$ cat config.mk
export PLATFORM = sky130hd
export DESIGN_NAME = result_deskew_fifo
export DESIGN_NICKNAME = d
export VERILOG_FILES = /design/src/rtl/result_deskew_fifo.sv
export SDC_FILE = /design/constraint.sdc
export NUM_CORES = 1
export LEC_CHECK = 0
export CORE_UTILIZATION = 55
export CTS_BUF_LIST = sky130_fd_sc_hd__clkbuf_4 sky130_fd_sc_hd__clkbuf_8
export DETAILED_ROUTE_END_ITERATION = 8
export PLACE_DENSITY = 0.74
export SLEW_MARGIN = 15
export SYNTH_ARGS = -nofsm -noshare
export SYNTH_HDL_FRONTEND = slang
export SYNTH_SLANG_ARGS = --single-unit
$ cat constraint.sdc
create_clock -name clk_i -period 10.5 [get_ports clk_i]
set_input_delay 1.05 -clock clk_i [delete_from_list [all_inputs] [get_ports clk_i]]
set_output_delay 1.05 -clock clk_i [all_outputs]
set_load 0.1 [all_outputs]
$ cat src/rtl/result_deskew_fifo.sv
// rtl/result_deskew_fifo.sv - column deskew and row FIFO for systolic-array south-edge results
//
// Re-aligns skewed columns (column c arrives c cycles after column 0) into
// whole rows, buffers them in a DEPTH-entry FIFO and presents them on a
// ready/valid interface.
//
// Ports:
//   clk_i        rising-edge clock
//   rst_i        synchronous active-high reset, highest priority
//   flush_i      synchronous clear of deskew valids, FIFO and error flags
//   in_valid_i   column-0 element of a new row is valid this cycle
//   in_data_i    packed south-edge results, column c in slice c
//   stall_o      upstream must not start new rows
//   out_valid_o  FIFO head row valid
//   out_ready_i  host accepts head row
//   out_data_o   FIFO head row, column c in slice c
//   count_o      occupied FIFO entries
//   overflow_o   sticky: an aligned row was dropped on a full FIFO
//   underflow_o  sticky: out_ready_i seen while out_valid_o was low
module result_deskew_fifo #(
   parameter int WIDTH = 8,
   parameter int COL   = 4,
   parameter int DEPTH = 8
) (
   input  logic                         clk_i,
   input  logic                         rst_i,
   input  logic                         flush_i,
   input  logic                         in_valid_i,
   input  logic [COL-1:0][WIDTH-1:0]    in_data_i,
   output logic                         stall_o,
   output logic                         out_valid_o,
   input  logic                         out_ready_i,
   output logic [COL-1:0][WIDTH-1:0]    out_data_o,
   output logic [$clog2(DEPTH):0]       count_o,
   output logic                         overflow_o,
   output logic                         underflow_o
);

   localparam int AW = $clog2(DEPTH);
   localparam int CW = AW + 1;
   localparam logic [CW-1:0] FULL     = CW'(DEPTH);
   localparam logic [CW:0]   STALL_TH = (CW+1)'(DEPTH - 1);

   logic                      clear;
   logic [COL-2:0]            vpipe_q;
   logic                      aligned_valid;
   logic [COL-1:0][WIDTH-1:0] aligned_row;

   logic [COL-1:0][WIDTH-1:0] mem [DEPTH];
   logic [AW-1:0]             wptr_q, rptr_q, rptr_nxt;
   logic [CW-1:0]             count_q, count_nxt;
   logic                      valid_q, ovf_q, udf_q, stall_q;
   logic [COL-1:0][WIDTH-1:0] data_q, head_nxt;
   logic                      pop, push, full;
   logic [CW:0]               inflight;

   assign clear = rst_i | flush_i;

   // Row valid travels COL-1 stages so it lines up with the last column.
   always_ff @(posedge clk_i) begin
      if (clear) begin
         vpipe_q <= '0;
      end else begin
         vpipe_q[0] <= in_valid_i;
         for (int i = 1; i < COL - 1; i++) begin
            vpipe_q[i] <= vpipe_q[i-1];
         end
      end
   end

   assign aligned_valid = vpipe_q[COL-2];

   // Column c is delayed COL-1-c cycles; the last column is used directly.
   for (genvar c = 0; c < COL - 1; c++) begin : g_col
      localparam int NS = COL - 1 - c;
      logic [WIDTH-1:0] sr [NS];
      always_ff @(posedge clk_i) begin
         if (rst_i) begin
            for (int k = 0; k < NS; k++) begin
               sr[k] <= '0;
            end
         end else begin
            sr[0] <= in_data_i[c];
            for (int k = 1; k < NS; k++) begin
               sr[k] <= sr[k-1];
            end
         end
      end
      assign aligned_row[c] = sr[NS-1];
   end
   assign aligned_row[COL-1] = in_data_i[COL-1];

   assign pop  = valid_q & out_ready_i;
   assign full = (count_q == FULL);
   assign push = aligned_valid & (~full | pop);

   always_comb begin
      rptr_nxt  = pop ? rptr_q + AW'(1) : rptr_q;
      count_nxt = count_q;
      if (push && !pop) begin
         count_nxt = count_q + CW'(1);
      end else if (pop && !push) begin
         count_nxt = count_q - CW'(1);
      end
      // The next head is being written this very cycle only when the FIFO
      // is (or becomes) empty; otherwise it already sits in memory.
      if (push && (wptr_q == rptr_nxt)) begin
         head_nxt = aligned_row;
      end else begin
         head_nxt = mem[rptr_nxt];
      end
      inflight = {{CW{1'b0}}, in_valid_i};
      for (int i = 0; i < COL - 1; i++) begin
         inflight = inflight + {{CW{1'b0}}, vpipe_q[i]};
      end
   end

   always_ff @(posedge clk_i) begin
      if (push && !clear) begin
         mem[wptr_q] <= aligned_row;
      end
   end

   always_ff @(posedge clk_i) begin
      if (clear) begin
         wptr_q  <= '0;
         rptr_q  <= '0;
         count_q <= '0;
         valid_q <= 1'b0;
         ovf_q   <= 1'b0;
         udf_q   <= 1'b0;
         stall_q <= 1'b0;
         data_q  <= '0;
      end else begin
         if (push) begin
            wptr_q <= wptr_q + AW'(1);
         end
         rptr_q  <= rptr_nxt;
         count_q <= count_nxt;
         valid_q <= (count_nxt != '0);
         if (aligned_valid && full && !pop) begin
            ovf_q <= 1'b1;
         end
         if (out_ready_i && !valid_q) begin
            udf_q <= 1'b1;
         end
         // Empty FIFO keeps showing the last head row.
         if (count_nxt != '0) begin
            data_q <= head_nxt;
         end
         stall_q <= (({1'b0, count_q} + inflight) >= STALL_TH);
      end
   end

   assign stall_o     = stall_q;
   assign out_valid_o = valid_q;
   assign out_data_o  = data_q;
   assign count_o     = count_q;
   assign overflow_o  = ovf_q;
   assign underflow_o = udf_q;

endmodule

==> results, run 1 <==
- The flow ran to the end, and the final reports show no timing, DRC or antenna violations.
- The synthesis warning total is 0.
- The top-area cell type share of the netlist area is 0.5757.
- Setup repair after global routing left no endpoint under its margin.
- The number of hold-slack violations in the final timing report is 0.
- The largest area contributor in the netlist is sky130_fd_sc_hd__edfxtp_1.
- Power spread over the standard cell area amounts to 180.3 nW/um^2.
- The wire length after detailed routing is 28190 um.
- The number of cells upsized or downsized after cts is 0.
- The first-pass GRT wire length is 43750 um.
- The iteration count of the initial detailed-routing pass is 5.
- Clock tree synthesis selected as its root buffer the cell sky130_fd_sc_hd__clkbuf_8.
- The die covers 24910 um^2.
- The number of enable flip-flop cells after synthesis is 256.
- STA classifies the critical path startpoint as a primary input.
- The total nets after synthesis is 1075.
- The floorplan core area is 23610 um^2.
- Overall power consumption after layout is estimated at 2.803 mW.
- The I/O pin count is 77.
- The worst path required time is 10.98 ns.
- The number of buffers on the longest clock path is 3.
- The number of antenna violations at the first check in global routing is 0.
- The via count of the routed design is 8279.
- Averaged over all synthesized cells, the footprint is 12.98 um^2.
- The slowest cell on the critical path is sky130_fd_sc_hd__buf_4.
- The worst setup path is captured at a flop.
- TritonCTS built the clock tree.
- In this run, the number of DRC markers left after iteration 0 of detailed routing was 773.
- Counting flops and latches in the post-synthesis netlist gives 353.
- Once layout is complete, the cells apart from fillers number 1470.
- Relative to the synthesized area, the layout overhead comes to 16.42%.
- Across the run, the number of max-cap violations was 0.
- The share of the clock period used by the worst path after layout is 0.3575.
- The clock transition time at the flip-flop clock pins of the worst setup and hold paths is 0.06 ns.
- The clock period could shrink to 3.754 ns.
- Traced cell by cell, the critical path runs through clkdlybuf4s50_1 > a21bo_2 > and2_4 > buf_4 > mux2i_1 > a32oi_1 > nand4_1 > a31oi_1.
- The leakage component of the power is 5.543 nW.
- Once detailed placement completed, the half-perimeter wirelength came to 14240 um.
- The maximum number of pins on one net before global-route repair is 85.
- The most used flip-flop cell after synthesis is sky130_fd_sc_hd__edfxtp_1.
- Of the cells placed in the final design, the portion with a size suffix greater than 1 is 0.1138.
- The most instantiated library cell after synthesis is sky130_fd_sc_hd__edfxtp_1.
- Of all nets on the critical path, the largest fanout is 84.
- The commonest cells after synthesis are 256 x sky130_fd_sc_hd__edfxtp_1, 231 x sky130_fd_sc_hd__nand2_1, 97 x sky130_fd_sc_hd__dfxtp_1.
- The buffer and inverter count on the worst path is 2.
- The mean routed wirelength per cell is 19.18 um.
- For this run, design rule violations remaining after detail routing come to 0.
- Setup violations remaining at the end of the flow were counted as 0.
- The largest incremental delay on the critical path is 0.91 ns.
- The number of global-route vias before repair came to 7968.
- The post-placement cell count is 1373.
- STA puts the critical path data arrival time at 4.23 ns.
- For the final routed database, the setup TNS stands at 0 ns.
- The hold buffer count at CTS is 0.
- After synthesis, the netlist uses 42 different library cells.
- After filler insertion, the fill cell instance count of the layout stands at 1718.
- The total global routing overflow is 0.
- The worst setup path is of the primary input to flop kind.
- The starting utilization of the core area is 0.5655.
- The tightest slew margin relative to the limit is 0.2878.
- The total inserted antenna cells is 0.
- Dividing the detail-routed via count by the number of cells gives 5.632.
- The total clock buffers created by CTS is 52.
- CTS built an H-tree with a depth of 2.
- The clock drives 353 sinks.
- The achievable frequency is 266.4 MHz.
- The overall global routing resource usage is 0.2363.
- After synthesis, the share of flip-flops with an asynchronous set or reset is 0.
- The synthesized area is 13350 um^2.
- By area the synthesized netlist is led by sky130_fd_sc_hd__edfxtp_1 58%, sky130_fd_sc_hd__dfxtp_1 15%, sky130_fd_sc_hd__nand2_1 6.5%, sky130_fd_sc_hd__mux2i_1 2.5%, sky130_fd_sc_hd__nand3_1 2.5%.
- The final-report max-slew violation count is 0.
- Final hold analysis gives a worst-case slack of 0.4325 ns.
- The number of nets with antenna violations after routing is 0.
- For the pin with the worst max-slew slack, the measured transition is 1.067 ns.
- The post-synthesis cell count is 1029.
- In this run the tool buffered the top-level ports with 76 buffer cells.
- The path class of the tightest hold or removal check is flop to flop.
- Buffers added to address setup during post-CTS repair amount to 0.
- In this run the vertical extent of the chip is 157.8 um.
- At the end of the flow the core is filled with cells to 0.6583.
- The final layout net count is 1154.
- The insertion delay of the later-clocked pin in the worst-skew pair is 0.57 ns.
- Of the synthesized area, sequential elements account for 0.7211.
- Across the VDD grid, the largest voltage drop is 92.06 uV.
- The clock skew is 0.02282 ns.
- On the critical path the largest part of the delay comes from buffers and inverters.
- The site row count is 56.
- The chip width is 157.8 um.
- Routability-driven placement finished with a final weighted congestion of 0.7652.
path summary, 6_finish.rpt:
path                           from                 end  cells past startpoint  slack, ns
setup / recovery        out_ready_i      out_data_o[18]                      8       6.75
hold / removal    g_col[1].sr[0][2]  g_col[1].sr[0][10]                      1       0.43
setup reg to reg         count_o[1]           mem[0][4]                      7       7.36
hold reg to reg   g_col[1].sr[0][2]  g_col[1].sr[0][10]                      1       0.43
layout by cell type (no fill, tap or decap), types with 5 or more instances in the layout:
| master | count |
|---|---|
| sky130_fd_sc_hd__edfxtp_1 | 256 |
| sky130_fd_sc_hd__nand2_1 | 228 |
| sky130_fd_sc_hd__dfxtp_1 | 97 |
| sky130_fd_sc_hd__clkdlybuf4s50_1 | 75 |
| sky130_fd_sc_hd__nand3_1 | 67 |
| sky130_fd_sc_hd__clkbuf_8 | 63 |
| sky130_fd_sc_hd__nor2b_1 | 51 |
| sky130_fd_sc_hd__mux2i_1 | 34 |
| sky130_fd_sc_hd__o21ai_1 | 33 |
| sky130_fd_sc_hd__a31oi_1 | 33 |
| sky130_fd_sc_hd__a32oi_1 | 33 |
| sky130_fd_sc_hd__nand4_1 | 31 |
| sky130_fd_sc_hd__clkbuf_4 | 21 |
| sky130_fd_sc_hd__nor2_1 | 15 |
| sky130_fd_sc_hd__buf_4 | 14 |
| sky130_fd_sc_hd__inv_1 | 8 |
| sky130_fd_sc_hd__and2_1 | 8 |
| sky130_fd_sc_hd__a21oi_1 | 7 |
| sky130_fd_sc_hd__nor2_4 | 6 |
| sky130_fd_sc_hd__ha_1 | 6 |
| sky130_fd_sc_hd__xnor2_1 | 5 |
| sky130_fd_sc_hd__clkinv_1 | 5 |
metrics by stage:
stage	cell area (um^2)	setup slack, ns
after CTS	15540	6.770
after global routing	15540	6.559
after global placement	14380	6.293
after floorplan	13350	5.705
final	15540	6.746
after detailed placement	14380	6.195
layout make-up:
type | count | area (um^2) | area share
flip-flops and latches | 353 | 9629 | 0.6194
well taps | 319 | 399.1 | 0.02568
repair buffers | 90 | 860.8 | 0.05538
multi-input cells | 603 | 3461 | 0.2226
clock inverters | 13 | 140.1 | 0.009015
inverters | 8 | 30.03 | 0.001932
clock buffers | 84 | 1025 | 0.06592
cells by family (layout without fill, tap and decap cells):
| logic type | after synthesis | after routing | synth area share |
|---|---|---|---|
| flops | 353 | 353 | 0.7211 |
| simple gates | 433 | 433 | 0.1520 |
| buf+inv | 73 | 195 | 0.02577 |
| xor+xnor | 8 | 8 | 0.005248 |
| compound gates | 118 | 118 | 0.05857 |
| fa+ha+maj | 9 | 9 | 0.01012 |
| mux | 35 | 35 | 0.02717 |
flip-flops by register name, indices dropped and copies added, names as in the netlist:
register     flops
overflow_o       1
wptr_q           3
g_col.sr        48
stall_o          1
out_data_o      32
vpipe_q          3
out_valid_o      1
mem            256
rptr_q           3
underflow_o      1
count_o          4
report_power, final:
group | switching, mW | total, mW | internal (mW)
clock network | 0.492 | 1.18 | 0.693
registers | 0.0125 | 1.51 | 1.50
logic | 0.0707 | 0.104 | 0.0338
routing by layer:
metal | vias to the layer above | routed length, um | track usage
li1 | 3903 | - | -
met1 | 4004 | 12140 | 0.3229
met2 | 328 | 13490 | 0.3862
met3 | 44 | 2101 | 0.04407
met4 | 0 | 454 | 0.07027
met5 | - | 0 | 0
(Power assumes the default switching activity.)
==> run 2, diff against run 1 <==
==> constraint.sdc (replaced) <==
create_clock -name clk_i -period 3.93 [get_ports clk_i]
set_input_delay 0.393 -clock clk_i [delete_from_list [all_inputs] [get_ports clk_i]]
set_output_delay 0.393 -clock clk_i [all_outputs]
set_load 0.1 [all_outputs]
==> results, run 2 (synthesis results as in run 1) <==
- Run status: completed (unchanged).
- The die area is 24910 um^2 (unchanged).
- The worst voltage drop across the vdd grid is 225.6 uV (was 92.06 uV).
- The hold buffer count at CTS is 0 (unchanged).
- The total power of the final layout is 7.431 mW (was 2.803 mW).
- The setup slack of the critical path after layout is 1.060 ns (was 6.746 ns).
- The pre-CTS worst setup slack is 0.5916 ns (was 6.195 ns).
- The number of antenna violations at the first check in global routing is 0 (unchanged).
- The total global routing overflow is 0 (unchanged).
- The path type of the worst setup path is flop to flop (was primary input to flop).
- The maximum number of pins on one net before global-route repair is 96 (was 85).
- The number of setup buffers added after CTS is 0 (unchanged).
- The number of nets with antenna violations after routing is 0 (unchanged).
- The largest fanout on the critical path is 65 (was 84).
- The tightest slew margin relative to the limit came to 0.3411 (was 0.2878).
- The total inserted antenna cells is 0 (unchanged).
- The number of global-route vias before repair is 8234 (was 7968).
- The final cell count without fillers is 1487 (was 1470).
- The number of cells upsized or downsized after cts came to 0 (unchanged).
- The clock transition time at the flip-flop clock pins of the worst setup and hold paths is 0.07 ns (was 0.06 ns).
- The number of max-capacitance violations reported is 0 (unchanged).
- The post-placement cell count is 1389 (was 1373).
- The global placer's final weighted congestion came to 0.7741 (was 0.7652).
- The total clock buffers created by CTS is 53 (was 52).
- The I/O pin count is 77 (unchanged).
- The H-tree level count is 2 (unchanged).
- After layout, the minimum clock period comes to 2.870 ns.
- The wire length after detailed routing is 28310 um (was 28190 um).
- The sort of element at the start of the critical path is a flop (was primary input).
- Static timing analysis puts the maximum clock frequency at 348.4 MHz.
- The mean routed wirelength per cell is 19.04 um (was 19.18 um).
- The launch point of the worst reg-to-reg path is count_o[1] (unchanged).
- Setup repair after global routing missed its margin: no (unchanged).
- The via count of the routed design came to 8346 (was 8279).
- The launch point of the worst path was count_o[1] (was out_ready_i).
- The final-report max-slew violation count came to 0 (unchanged).
- The starting utilization of the core area was 0.5655 (unchanged).
- Leading cell types in the layout, fill and taps excluded: 256 x sky130_fd_sc_hd__edfxtp_1, 229 x sky130_fd_sc_hd__nand2_1, 97 x sky130_fd_sc_hd__dfxtp_1, 75 x sky130_fd_sc_hd__clkdlybuf4s50_1, 68 x sky130_fd_sc_hd__nand3_1 (was 256 x sky130_fd_sc_hd__edfxtp_1, 228 x sky130_fd_sc_hd__nand2_1, 97 x sky130_fd_sc_hd__dfxtp_1, 75 x sky130_fd_sc_hd__clkdlybuf4s50_1, 67 x sky130_fd_sc_hd__nand3_1).
- Dividing the final minimum period by the clock period gives 0.7302.
- The chip width was 157.8 um (unchanged).
- The final number of setup-violating endpoints is 0 (unchanged).
- The leakage component of the power is 5.603 nW (was 5.543 nW).
- The cell repeated most along the worst path is sky130_fd_sc_hd__a31oi_1.
- The insertion delay of the later-clocked pin in the worst-skew pair is 0.58 ns (was 0.57 ns).
- The cell class contributing the biggest share of worst-path delay is simple AND/OR/NAND/NOR gates (was buffers and inverters).
- The worst path required time is 4.35 ns (was 10.98 ns).
- The largest incremental delay on the critical path is 0.90 ns (was 0.91 ns).
- The count of buffers from port buffering was 76 (unchanged).
- The count of routing violations after the opening detailed-route iteration came to 728 (was 773).
- The floorplan core area is 23610 um^2 (unchanged).
- The register with the most flip-flops is mem (unchanged).
- The number of hold-slack violations in the final timing report was 0 (unchanged).
- The final layout net count is 1171 (was 1154).
- The number of remaining DRC errors was 0 (unchanged).
- The iteration count of the initial detailed-routing pass was 5 (unchanged).
- The type of the worst min-delay path is primary input to flop (was flop to flop).
- The cell area after layout is 15710 um^2 (was 15540 um^2).
- The share of final-layout standard cells stronger than drive strength 1 is 0.1199 (was 0.1138).
- The number of buffers on the longest clock path is 3 (unchanged).
- The power per standard cell area is 473.0 nW/um^2 (was 180.3 nW/um^2).
- The slowest cell on the critical path is sky130_fd_sc_hd__or4_4 (was sky130_fd_sc_hd__buf_4).
- The endpoint kind of the worst setup timing path is a flop (unchanged).
- The clock skew is 0.01212 ns (was 0.02282 ns).
- The detailed-placement wirelength estimate came to 15460 um (was 14240 um).
- The mean number of vias per cell is 5.613 (was 5.632).
- The layout overhead on the synthesized area came to 17.64% (was 16.42%).
- The arrival time at the worst endpoint is 3.29 ns (was 4.23 ns).
- The hold path startpoint is rst_i (was g_col[1].sr[0][2]).
- The most frequent standard cell in the layout excluding fill and tap cells is sky130_fd_sc_hd__edfxtp_1 (unchanged).
- The number of clock sinks was 353 (unchanged).
- The first-pass GRT wire length is 44590 um (was 43750 um).
- The slack of the worst reg-to-reg path is 1.06 ns (was 7.36 ns).
- The clock tree from TritonCTS is done (unchanged).
- The measured slew at the worst slew-check pin is 0.9852 ns (was 1.067 ns).
- Critical-path cell list: inv_1 > ha_1 > and3b_1 > a211oi_1 > a31oi_1 > or4_4 > o21ai_1 > a31oi_1 (was clkdlybuf4s50_1 > a21bo_2 > and2_4 > buf_4 > mux2i_1 > a32oi_1 > nand4_1 > a31oi_1).
- The buffer and inverter count on the worst path came to 1 (was 2).
- The clock tree root buffer cell is sky130_fd_sc_hd__clkbuf_8 (unchanged).
- The overall global routing resource usage is 0.2382 (was 0.2363).
- The vertical extent of the die is 157.8 um (unchanged).
- The site row count was 56 (unchanged).
- The total cell area at the placement stage is 14580 um^2 (was 14380 um^2).
- The number of flip-flops in the largest register is 256 (unchanged).
run 2: cell types whose count changed in the layout (fill, tap and decap cells not counted), sizes merged:
cell	previous run	this run
clkinv	9	21
clkinvlp	0	2
buf	15	31
clkbuf	84	71
run 2: cell type report:
cell class                      instances  area [um^2]
Clock buffer                           71        920.9
Clock inverter                         27        209.0
Fill cell                            1693         7904
Inverter                                8        30.03
Multi-Input combinational cell        603         3465
Sequential cell                       353         9629
Tap cell                              319        399.1
Timing Repair Buffer                  106         1056
run 2: metrics by stage:
stage                       util  TNS, ns  hold WS, ns
after floorplan                -  -0.5490       0.4138
after global placement    0.6174        0       0.4180
after detailed placement  0.6174        0       0.4220
after CTS                 0.6653        0       0.2492
after global routing      0.6653        0       0.2840
final                     0.6653        0       0.2665
run 2: worst reg2reg max path, stage by stage (launching register included):
cell and delay [ns]:
sky130_fd_sc_hd__dfxtp_1 0.53, sky130_fd_sc_hd__inv_1 0.12, sky130_fd_sc_hd__ha_1 0.31, sky130_fd_sc_hd__and3b_1 0.18, sky130_fd_sc_hd__a211oi_1 0.21, sky130_fd_sc_hd__a31oi_1 0.10, sky130_fd_sc_hd__or4_4 0.90, sky130_fd_sc_hd__o21ai_1 0.30
sky130_fd_sc_hd__a31oi_1 0.07
run 2: worst paths after layout:
kind	to	depth (start not counted)
max reg2reg	out_data_o[0]	8
min reg2reg	g_col[1].sr[0][13]	1
min	wptr_q[2]	3
max	out_data_o[0]	8
run 2: layer usage:
layer  vias up  global-route usage  wire length (um)
met5         -                   0                 0
met4         0             0.08044               661
met3        63             0.04216              1920
met2       311              0.3994             13970
met1      4017              0.3144             11760
li1       3955                   -                 -
run 2: report_power, final:
group / switching (mW) / internal (mW)
registers: 0.0337 / 4.01
logic: 0.188 / 0.0917
clock network: 1.38 / 1.73
total: 1.60 / 5.83
